[src/rtl/mask_pkg.sv]
// mask_pkg: shared types and constants for the row-mask scheduler.
//   mask_type_e : operating mode encoding (repeat / sliding)
//   state_e     : scheduler FSM states
//   IMG_H_W     : width of sensor-row counters and row_idx
package mask_pkg;

  typedef enum logic [1:0] {
    MASK_REPEAT = 2'b00,
    MASK_SLIDE  = 2'b01
  } mask_type_e;

  typedef enum logic [1:0] {
    IDLE,
    PREP,
    BUILD,
    SEND
  } state_e;

  localparam int IMG_H_W = 11;

endpackage

[src/rtl/mask_row_tiler.sv]
// mask_row_tiler: combinational tiling of one pattern row across a sensor row.
//   col_idx_i   : per-column (j mod pattern_w) table
//   prow_bits_i : current pattern row, bit c = pattern column c
//   shift_i     : sliding column offset, < pw_i
//   pw_i        : pattern width
//   row_o       : row mask, bit j = P[row][(col_idx[j]+shift) mod pw]
module mask_row_tiler #(
  parameter int ROW_W     = 32,
  parameter int MAX_PAT_W = 8,
  parameter int PW_BITS   = $clog2(MAX_PAT_W + 1)
) (
  input  logic [ROW_W-1:0][PW_BITS-1:0] col_idx_i,
  input  logic [MAX_PAT_W-1:0]          prow_bits_i,
  input  logic [PW_BITS-1:0]            shift_i,
  input  logic [PW_BITS-1:0]            pw_i,
  output logic [ROW_W-1:0]              row_o
);

  // Pad the row so any PW_BITS-wide column index is in range.
  localparam int EXT_W = 1 << PW_BITS;
  logic [EXT_W-1:0] bits_ext;

  always_comb begin
    bits_ext                  = '0;
    bits_ext[MAX_PAT_W-1:0]   = prow_bits_i;
  end

  for (genvar j = 0; j < ROW_W; j++) begin : g_col
    logic [PW_BITS:0]   sum;
    logic [PW_BITS-1:0] col;
    // Both terms are below pw, so one conditional subtract is the modulo.
    assign sum      = {1'b0, col_idx_i[j]} + {1'b0, shift_i};
    assign col      = (sum >= {1'b0, pw_i}) ? PW_BITS'(sum - {1'b0, pw_i})
                                            : sum[PW_BITS-1:0];
    assign row_o[j] = bits_ext[col];
  end

endmodule

[src/rtl/mask_row_scheduler.sv]
// mask_row_scheduler: tiles a pattern into ROW_W-bit row masks, one per
// sensor row, and hands them to the mask generator over valid/ready.
//   clk, rst (sync, active-high), clk_en (global hold)
//   start + config (mask_type, pattern_w/h, image_sensor_h, num_frames,
//   full_pattern) : latched on start when valid, else cfg_err pulse
//   row_valid/row_ready, row_pattern, row_idx : row handshake
//   frame_done : pulse after the last row of a frame is accepted
//   busy : FSM not in IDLE
module mask_row_scheduler
  import mask_pkg::*;
#(
  parameter int ROW_W     = 32,
  parameter int MAX_PAT_W = 8,
  parameter int MAX_PAT_H = 8,
  parameter int PW_BITS   = $clog2(MAX_PAT_W + 1),
  parameter int PH_BITS   = $clog2(MAX_PAT_H + 1)
) (
  input  logic                           clk,
  input  logic                           rst,
  input  logic                           clk_en,
  input  logic                           start,
  input  logic [1:0]                     mask_type,
  input  logic [PW_BITS-1:0]             pattern_w,
  input  logic [PH_BITS-1:0]             pattern_h,
  input  logic [IMG_H_W-1:0]             image_sensor_h,
  input  logic [7:0]                     num_frames,
  input  logic [MAX_PAT_W*MAX_PAT_H-1:0] full_pattern,
  input  logic                           row_ready,
  output logic                           row_valid,
  output logic [ROW_W-1:0]               row_pattern,
  output logic [IMG_H_W-1:0]             row_idx,
  output logic                           frame_done,
  output logic                           busy,
  output logic                           cfg_err
);

  localparam int PC_W = (ROW_W > 1) ? $clog2(ROW_W) : 1;
  localparam logic [PW_BITS-1:0] PW_ONE = PW_BITS'(1);
  localparam logic [PH_BITS-1:0] PH_ONE = PH_BITS'(1);
  localparam logic [IMG_H_W-1:0] IH_ONE = IMG_H_W'(1);

  state_e                               state_q;
  logic [MAX_PAT_H-1:0][MAX_PAT_W-1:0]  pat_q;
  logic [PW_BITS-1:0]                   pw_q, colc_q, shift_q;
  logic [PH_BITS-1:0]                   ph_q, prow_q;
  logic [IMG_H_W-1:0]                   ish_q, row_cnt_q;
  logic [7:0]                           nf_q, frame_cnt_q;
  logic                                 slide_q;
  logic [ROW_W-1:0][PW_BITS-1:0]        col_idx_q;
  logic [PC_W-1:0]                      prep_cnt_q;

  logic                                 row_valid_q, frame_done_q, busy_q, cfg_err_q;
  logic [ROW_W-1:0]                     row_pattern_q;
  logic [IMG_H_W-1:0]                   row_idx_q;

  logic                                 cfg_ok;
  logic [PW_BITS-1:0]                   colc_d, shift_d;
  logic [PH_BITS-1:0]                   prow_d;
  logic [7:0]                           frame_cnt_d;
  logic                                 frame_last;
  logic [MAX_PAT_W-1:0]                 prow_bits;
  logic [ROW_W-1:0]                     row_d;

  assign cfg_ok = (pattern_w != '0) && (pattern_w <= PW_BITS'(MAX_PAT_W)) &&
                  (pattern_h != '0) && (pattern_h <= PH_BITS'(MAX_PAT_H)) &&
                  (image_sensor_h != '0) && !mask_type[1];

  assign colc_d      = (colc_q == pw_q - PW_ONE) ? '0 : colc_q + PW_ONE;
  assign prow_d      = (prow_q == ph_q - PH_ONE) ? '0 : prow_q + PH_ONE;
  assign shift_d     = !slide_q ? '0 :
                       (shift_q == pw_q - PW_ONE) ? '0 : shift_q + PW_ONE;
  assign frame_cnt_d = frame_cnt_q + 8'd1;
  assign frame_last  = (row_cnt_q == ish_q - IH_ONE);

  always_comb begin
    prow_bits = '0;
    for (int r = 0; r < MAX_PAT_H; r++)
      if (prow_q == PH_BITS'(r)) prow_bits = pat_q[r];
  end

  mask_row_tiler #(
    .ROW_W     (ROW_W),
    .MAX_PAT_W (MAX_PAT_W),
    .PW_BITS   (PW_BITS)
  ) u_tiler (
    .col_idx_i   (col_idx_q),
    .prow_bits_i (prow_bits),
    .shift_i     (shift_q),
    .pw_i        (pw_q),
    .row_o       (row_d)
  );

  always_ff @(posedge clk) begin
    if (rst) begin
      state_q       <= IDLE;
      pat_q         <= '0;
      pw_q          <= '0;
      ph_q          <= '0;
      ish_q         <= '0;
      nf_q          <= '0;
      slide_q       <= 1'b0;
      col_idx_q     <= '0;
      colc_q        <= '0;
      prep_cnt_q    <= '0;
      shift_q       <= '0;
      prow_q        <= '0;
      row_cnt_q     <= '0;
      frame_cnt_q   <= '0;
      row_valid_q   <= 1'b0;
      row_pattern_q <= '0;
      row_idx_q     <= '0;
      frame_done_q  <= 1'b0;
      busy_q        <= 1'b0;
      cfg_err_q     <= 1'b0;
    end else if (clk_en) begin
      cfg_err_q    <= 1'b0;
      frame_done_q <= 1'b0;
      if (start) begin
        // start wins in every state: a valid config (re)starts, an invalid one parks in IDLE.
        row_valid_q <= 1'b0;
        if (cfg_ok) begin
          pat_q       <= full_pattern;
          pw_q        <= pattern_w;
          ph_q        <= pattern_h;
          ish_q       <= image_sensor_h;
          nf_q        <= num_frames;
          slide_q     <= (mask_type == MASK_SLIDE);
          colc_q      <= '0;
          prep_cnt_q  <= '0;
          shift_q     <= '0;
          prow_q      <= '0;
          row_cnt_q   <= '0;
          frame_cnt_q <= '0;
          state_q     <= PREP;
          busy_q      <= 1'b1;
        end else begin
          cfg_err_q <= 1'b1;
          state_q   <= IDLE;
          busy_q    <= 1'b0;
        end
      end else begin
        case (state_q)
          PREP: begin
            col_idx_q[prep_cnt_q] <= colc_q;
            colc_q                <= colc_d;
            prep_cnt_q            <= prep_cnt_q + PC_W'(1);
            if (prep_cnt_q == PC_W'(ROW_W - 1)) state_q <= BUILD;
          end
          BUILD: begin
            row_pattern_q <= row_d;
            row_idx_q     <= row_cnt_q;
            row_valid_q   <= 1'b1;
            state_q       <= SEND;
          end
          SEND: begin
            if (row_valid_q && row_ready) begin
              row_valid_q <= 1'b0;
              state_q     <= BUILD;
              if (frame_last) begin
                frame_done_q <= 1'b1;
                frame_cnt_q  <= frame_cnt_d;
                row_cnt_q    <= '0;
                prow_q       <= '0;
                shift_q      <= shift_d;
                if (nf_q != 8'd0 && frame_cnt_d == nf_q) begin
                  state_q <= IDLE;
                  busy_q  <= 1'b0;
                end
              end else begin
                row_cnt_q <= row_cnt_q + IH_ONE;
                prow_q    <= prow_d;
              end
            end
          end
          default: ;
        endcase
      end
    end
  end

  assign row_valid   = row_valid_q;
  assign row_pattern = row_pattern_q;
  assign row_idx     = row_idx_q;
  assign frame_done  = frame_done_q;
  assign busy        = busy_q;
  assign cfg_err     = cfg_err_q;

endmodule

[config.mk]
export PLATFORM = sky130hd
export DESIGN_NAME = mask_row_scheduler
export DESIGN_NICKNAME = d
export VERILOG_FILES = /design/src/rtl/mask_pkg.sv /design/src/rtl/mask_row_tiler.sv /design/src/rtl/mask_row_scheduler.sv
export SDC_FILE = /design/constraint.sdc
export NUM_CORES = 1
export LEC_CHECK = 0
export ABC_AREA = 1
export BUFFER_PORTS_ARGS = -buffer_cell sky130_fd_sc_hd__buf_2
export CORE_ASPECT_RATIO = 0.9
export CORE_MARGIN = 4
export CORE_UTILIZATION = 57
export DETAILED_ROUTE_END_ITERATION = 12
export MAX_ROUTING_LAYER = met4
export PLACE_DENSITY_LB_ADDON = 0.2
export SLEW_MARGIN = 20
export SYNTH_ARGS = -nofsm -noshare
export SYNTH_HDL_FRONTEND = slang
export SYNTH_SLANG_ARGS = --single-unit
[constraint.sdc]
create_clock -name clk -period 4.65 [get_ports clk]
set_input_delay 0.2325 -clock clk [delete_from_list [all_inputs] [get_ports clk]]
set_output_delay 0.2325 -clock clk [all_outputs]
set_load 0.02 [all_outputs]
==> results.md, run 1 <==
- Setup Skew: 19.57 ps
- Layout Cells excl Fill: 4645
- Main area contributors after synthesis: dfxtp_1, ha_1, nand3_1
- Hold_buf cts: 83
- CP max-delay cell: dfxtp_2
- Tcrit/Tclk final: 82.90%
- Cell with the most instances after synthesis: nand2_1
- Most frequent cells after synthesis: nand2_1, nand3_1, inv_1
- Met2 Track Usage GR: 49.51%
- Root Buffer: clkbuf_16
- Global placement routability congestion: 0.8929
- Synth Flop Type: dfxtp_1
- Post-CTS Setup Bufs: 0
- Layout fillers: 4004
- Synth Instances: 3856
- Max Fclk: 0.2594 GHz
- Pwr Density: 227.6 mW/mm2
- Sequential share of the synthesized area: 23.71%
- Critical path arrival: 4330 ps
- Final setup viols: 0
- DR pass1 iterations: 5
- Via density per instance: 5.702
- Grt total ovfl: 0
- GR Util met3: 6.501%
- Post-synth EDFFs: 0
- Global-route met1 utilization: 44.53%
- Number of H-tree levels: 2
- Post-synth ARST share: 0%
- Syn Area/Cell: 6.678 um2
- Final WS setup: 795.3 ps
- Outcome: completed
- Die X: 232.0 um
- Yosys cell types: 43
- Maximum vdd drop: 0.2004 mV
- Slew at the pin closest to its max-slew limit: 1203 ps
- Post-layout min period: 3855 ps
- Fin. Hold Viols: 0
- Register area: 0.006118 mm2
- Lkg Pwr: 0.01470 uW
- Wire per inst: 17.29 um
- CP Capture Type: flop
- Port Buffers: 144
- Clock Path Buffers: 3
- ANT nets after route: 0
- Routed via count: 26490
- Multi-input gate area: 0.01694 mm2
- Critical path's most frequent cell: nand2_1
- Area Overhead vs Synth: 12.29%
- Crit-path cells: buf_4 > ha_1 > fa_1 > ha_1 > nand2_1 > o21ai_1 > nand2_1 > nand2_1 > nand2_1 > o21ai_1 > inv_1 > nand3_1 > nand2_1 > inv_1 > nand2_1 > nand3_1 > nand3_1 > a21oi_1
- Clk sinks: 305
- Core footprint: 0.04439 mm2
- RSZ-0062 raised after global routing: false
- Initial core utilization: 58.01%
- GRT Max-Usage Layer: met2
- Final wirelength: 80.31 mm
- Top Ports: 145
- Top-area cell type share of the netlist area: 23.71%
- Placed cell count: 4498
- Post-synth net total: 4293
- Die height: 209.6 um
- Slew Limit Fails: 0
- Hold Crit Class: primary input to flop
- Worst Path Required: 5130 ps
- Drt drc: 0
- Ys Warns: 0
- Crit path launch type: flop
- Nets: 4456
- Synth Cell Area: 0.02575 mm2
- Max Fanout on Critical Path: 28
- Largest net degree at the start of global routing: 94
- Initial antenna violation count: 0
- Slew Limit Headroom: 19.51%
- Crit-path max cell delay: 920 ps
- Pre-CTS setup slack: 877.8 ps
- DIE AREA: 0.04864 mm2
- Site row count: 73
- Clock latency on the worst-skew pair: 570 ps
- First-pass GRT wire length: 127.3 mm
- DP HPWL: 49.96 mm
- Overall routing resource usage: 32.99%
- CTS tree: done
- Clk slew on worst S/H paths: 60 ps
- Vias in the first global route: 24350
- Setup TNS: 0 ps
- WS Path Type: flop to flop
- CTS resizes: 0
- Share of layout cells above drive strength 1: 8.828%
- Max-cap violations: 0
- #FFs+latches synth: 305
- Cts bufs inserted: 36
- Initial drt markers: 2560
- Area leader, netlist: dfxtp_1
## per-stage QoR
stage               hold slack [ps]  util, %  instance area (um2)  total power [uW]
floorplan                     376.3        -                25750              3453
global placement              431.2    60.62                26910              3682
detailed placement            432.9    60.62                26910              3692
CTS                           1.446    65.13                28910              6588
global route                  22.31    65.13                28910              6858
finish                        24.89    65.14                28910              6582
## cells by family after synthesis
group                      count (synthesis)  share of synthesized area [%]
adders and majority gates                339                          18.34
buffers and inverters                    689                          10.59
AOI/OAI and AO/OA                        714                          14.52
DFF                                      305                          23.71
xor gates and xnor gates                 104                          3.591
and+or+nand+nor                         1705                          29.24
## where the power goes
| group | internal, uW | switching [uW] |
|---|---|---|
| clock | 1620 | 1240 |
| sequential | 2640 | 29.0 |
| combinational | 400 | 649 |
## path summary, 6_finish.rpt
| check | from | end | slack [ps] | depth (start not counted) |
|---|---|---|---|---|
| worst min-delay path | mask_type[1] | slide_q | 20 | 4 |
| worst max register to register | shift_q[0] | row_pattern[2] | 800 | 18 |
| worst min register to register | row_idx[5] | row_idx[5] | 440 | 2 |
| worst max-delay path | shift_q[0] | row_pattern[2] | 800 | 18 |
## sequential cells by signal, summed over array words and instances, names as in the netlist, 5 cells and up
register and count:
col_idx_q 128, frame_cnt_q 8, ish_q 11, nf_q 8
pat_q 64, prep_cnt_q 5, row_cnt_q 11, row_idx 11
row_pattern 32
## metal layers
| metal | vias up | part of all wire [%] |
|---|---|---|
| li1 | 13110 | - |
| met1 | 11960 | 43 |
| met2 | 1184 | 43 |
| met3 | 238 | 10 |
| met4 | 0 | 3.6 |
| met5 | - | 0 |
## placed cells by master, fill, tap and decap left out, types with 4 or more instances in the layout
master / count
nand2_1: 684
nand3_1: 531
inv_1: 526
a21oi_1: 339
dfxtp_1: 299
nor2_1: 293
ha_1: 275
o21ai_0: 260
buf_2: 143
xor2_1: 88
dlygate4sd3_1: 83
or2_2: 70
o21ai_1: 67
fa_1: 64
nand4_1: 52
nor3_1: 46
buf_4: 39
clkbuf_16: 36
a311oi_1: 32
inv_2: 16
xnor2_1: 15
nand2_2: 11
clkbuf_8: 8
nor4_1: 7
clkinv_2: 7
clkinv_1: 4
a211oi_1: 4
clkbuf_1: 4
dfxtp_2: 4
## critical path, delay by kind of cell, from the launching register on
| family | cells | cell delay, ps |
|---|---|---|
| DFF | 1 | 920 |
| adders and majority gates | 3 | 1030 |
| and+or+nand+nor | 9 | 790 |
| AOI/OAI and AO/OA | 3 | 450 |
| buffers and inverters | 3 | 560 |
## final cells by class
class,count,area share [%]
sequential,305,21.16
multi-input combinational,2862,58.57
antenna,1,0.008655
timing repair buffer,267,6.500
clock inverter,15,0.5020
inverter,547,7.110
clock buffer,48,3.548
tap,600,2.596
No activity file was read; power rests on OpenSTA's default activity.
==> inputs of run 2 (changes only) <==
==> constraint.sdc (replaced) <==
create_clock -name clk -period 3.24 [get_ports clk]
set_input_delay 0.162 -clock clk [delete_from_list [all_inputs] [get_ports clk]]
set_output_delay 0.162 -clock clk [all_outputs]
set_load 0.02 [all_outputs]
==> run 2 against run 1 <==
  * Final cell count rose by 2.5%
  * Highest routed layer unchanged
  * Setup slack worse by 790 ps
  * Flip-flop and latch count is the same
  * Clock power increased by 62%
  * Core utilization up 5.0 points
  * Critical endpoint is now row_pattern[15]
  * Largest power group unchanged
==> results.md, run 2 (synthesis results as in run 1) <==
- Fin. Hold Viols: 0 (unchanged)
- Outcome: completed
- Clock latency on the worst-skew pair: 570 ps (about the same)
- Cts bufs inserted: 37 (+2.8%)
- Pwr Density: 326.8 mW/mm2 (+44%)
- Share of layout cells above drive strength 1: 15.37% (+6.5 points)
- Final setup viols: 0 (unchanged)
- Final wirelength: 86.31 mm (+7.5%)
- Initial core utilization: 58.01% (unchanged)
- DR pass1 iterations: 6 (+1)
- Clock Path Buffers: 3 (unchanged)
- Crit path launch type: flop
- Global placement routability congestion: 0.9094 (+1.8%)
- Slew Limit Headroom: 33.78% (+14 points)
- Die X: 232.0 um (unchanged)
- Vias in the first global route: 25090 (+3.0%)
- Die height: 209.6 um (unchanged)
- Post-layout min period: 3234 ps (-620.6 ps)
- Initial drt markers: 3041 (+19%)
- Hold Crit Class: primary input to flop
- Crit-path cells: buf_12 > ha_1 > fa_1 > nand2_1 > inv_1 > nor2_4 > ha_4 > a21oi_1 > o21ai_1 > nand2_1 > nand2_4 > buf_4 > or2_2 > nand2_1 > inv_1 > nand3_1 > nand3_1 > a21oi_1
- FF-to-FF End: row_pattern[15]
- Worst R2R Setup Slack: 6 ps (-790 ps)
- ANT nets after route: 0 (unchanged)
- Tcrit/Tclk final: 99.82% (+17 points)
- Core footprint: 0.04439 mm2 (unchanged)
- Clk sinks: 305 (unchanged)
- Max Fclk: 0.3092 GHz (+19%)
- Total Power: 10180 uW (+55%)
- Via density per instance: 5.805 (+1.8%)
- Final instance area: 0.03114 mm2 (+7.7%)
- Worst Hold End: nf_q[1]
- Site row count: 73 (unchanged)
- CP max-delay cell: fa_1
- Routed via count: 27640 (+4.3%)
- Worst Path Required: 3720 ps (-1410 ps)
- Critical path arrival: 3720 ps (-610 ps)
- RSZ-0062 raised after global routing: true
- Worst R2R Path Depth: 18 (unchanged)
- DIE AREA: 0.04864 mm2 (unchanged)
- Initial antenna violation count: 3 (+3)
- Number of H-tree levels: 2 (unchanged)
- Final core area utilization: 70.15% (+5.0 points)
- Clk slew on worst S/H paths: 70 ps (about the same)
- Top Ports: 145 (unchanged)
- Dpl cell area: 0.02766 mm2 (+2.8%)
- Most frequent cells in the layout: nand2_1, nand3_1, inv_1
- Reg2reg start: shift_q[0]
- Hold-critical path depth: 2 (-2)
- CTS tree: done
- DP HPWL: 51.13 mm (+2.4%)
- Crit-path max cell delay: 420 ps (-500 ps)
- Layout fillers: 3671 (-8.3%)
- First-pass GRT wire length: 131.4 mm (+3.3%)
- Port Buffers: 144 (unchanged)
- Max reg flops: 128 (unchanged)
- WS Path Type: flop to flop
- Drt drc: 0 (unchanged)
- Critical Path Start: shift_q[0]
- Max Fanout on Critical Path: 23 (-18%)
- Grt total ovfl: 0 (unchanged)
- Slew at the pin closest to its max-slew limit: 993.4 ps (-209.7 ps)
- Area Overhead vs Synth: 20.93%
- Largest Register: col_idx_q
- Commonest non-fill, non-tap cell in the layout: nand2_1
- Maximum vdd drop: 0.3072 mV (+53%)
- Final WS setup: 5.899 ps (-789.4 ps)
- Max-cap violations: 0 (unchanged)
- Pre-CTS setup slack: 29.57 ps (-848.3 ps)
- Min Hold Slack: 17.70 ps (-7.187 ps)
- CP Capture Type: flop
- Critical path's most frequent cell: nand2_1
- Overall routing resource usage: 34.11% (+1.1 points)
- Lkg Pwr: 0.01564 uW (+6.4%)
- Wire per inst: 18.13 um (+4.9%)
- Slew Limit Fails: 0 (unchanged)
- Nets: 4565 (+2.4%)
- Hold Crit Start: rst
- Largest net degree at the start of global routing: 126 (+34%)
- Root Buffer: clkbuf_16
- Setup Skew: 25.16 ps (+5.585 ps)
run 2: cell count changes in the layout (fill, tap and decap cells not counted), moves of 21 or more:
cell     delta
nor2_1     -37
nand2_1    -37
nand2_2    +25
nor2_2     +28
ha_4       +21
buf_4      +71
ha_1       -25
o21ai_2    +32
run 2: metal layers:
metal / track usage [%] / wire length (um) / share of wire (%) / vias up
met2: 50.82 / 37560 / 44 / 1456
li1: - / - / - / 13310
met5: - / 0 / 0 / -
met3: 7.424 / 9860 / 11 / 281
met1: 46.41 / 35980 / 42 / 12590
met4: 10.88 / 2909 / 3.4 / 0
run 2: repair_timing:
| item | CTS | global route |
|---|---|---|
| gates resized for setup | 1 | 234 |
| pin swaps | 0 | 52 |
| setup buffers | 0 | 25 |
| gates cloned | 0 | 3 |
| hold buffers | 93 | 0 |
| endpoints found under the setup margin | 1 | 32 |
| endpoints found under the hold margin | 92 | 0 |
run 2: worst max-delay path: cells and delay by family (launching register included):
kind | cells | cell delay (ps)
simple gates | 8 | 1030
fa+ha+maj | 3 | 900
compound gates | 3 | 410
buf+inv | 4 | 450
flops | 1 | 350
run 2: cell type report:
| cell class | instances | area (um2) | area share, % |
|---|---|---|---|
| well taps | 600 | 750.7 | 2.411 |
| inverters | 547 | 2056 | 6.602 |
| clock buffers | 50 | 1085 | 3.484 |
| clock inverters | 18 | 249.0 | 0.7996 |
| repair buffers | 375 | 3018 | 9.692 |
| flip-flops and latches | 305 | 6123 | 19.66 |
| diodes | 4 | 10.01 | 0.03215 |
| multi-input cells | 2862 | 17850 | 57.32 |
run 2: worst max-delay path by stage:
stage / end / cells after the start / slack, ps
2_1_floorplan: row_pattern[14] / 19 / 50
3_3_place_gp: row_pattern[12] / 18 / 60
3_5_place_dp: row_pattern[12] / 18 / 30
4_1_cts: row_pattern[15] / 20 / 30
5_1_grt: row_pattern[30] / 20 / -100
6_report: row_pattern[15] / 18 / 6
run 2: through the flow:
step | TNS (ps) | std cells
2_1_floorplan | 0 | 3856
3_3_place_gp | 0 | 4568
3_5_place_dp | 0 | 4568
4_1_cts | 0 | 4729
5_1_grt | -816.3 | 4760
6_report | 0 | 4761
run 2: power by group:
group	total, uW	internal (uW)	switching [uW]
Combinational	1730	688	1040
Sequential	3830	3790	38.3
Clock	4620	2770	1850
Total	10200	7250	2930
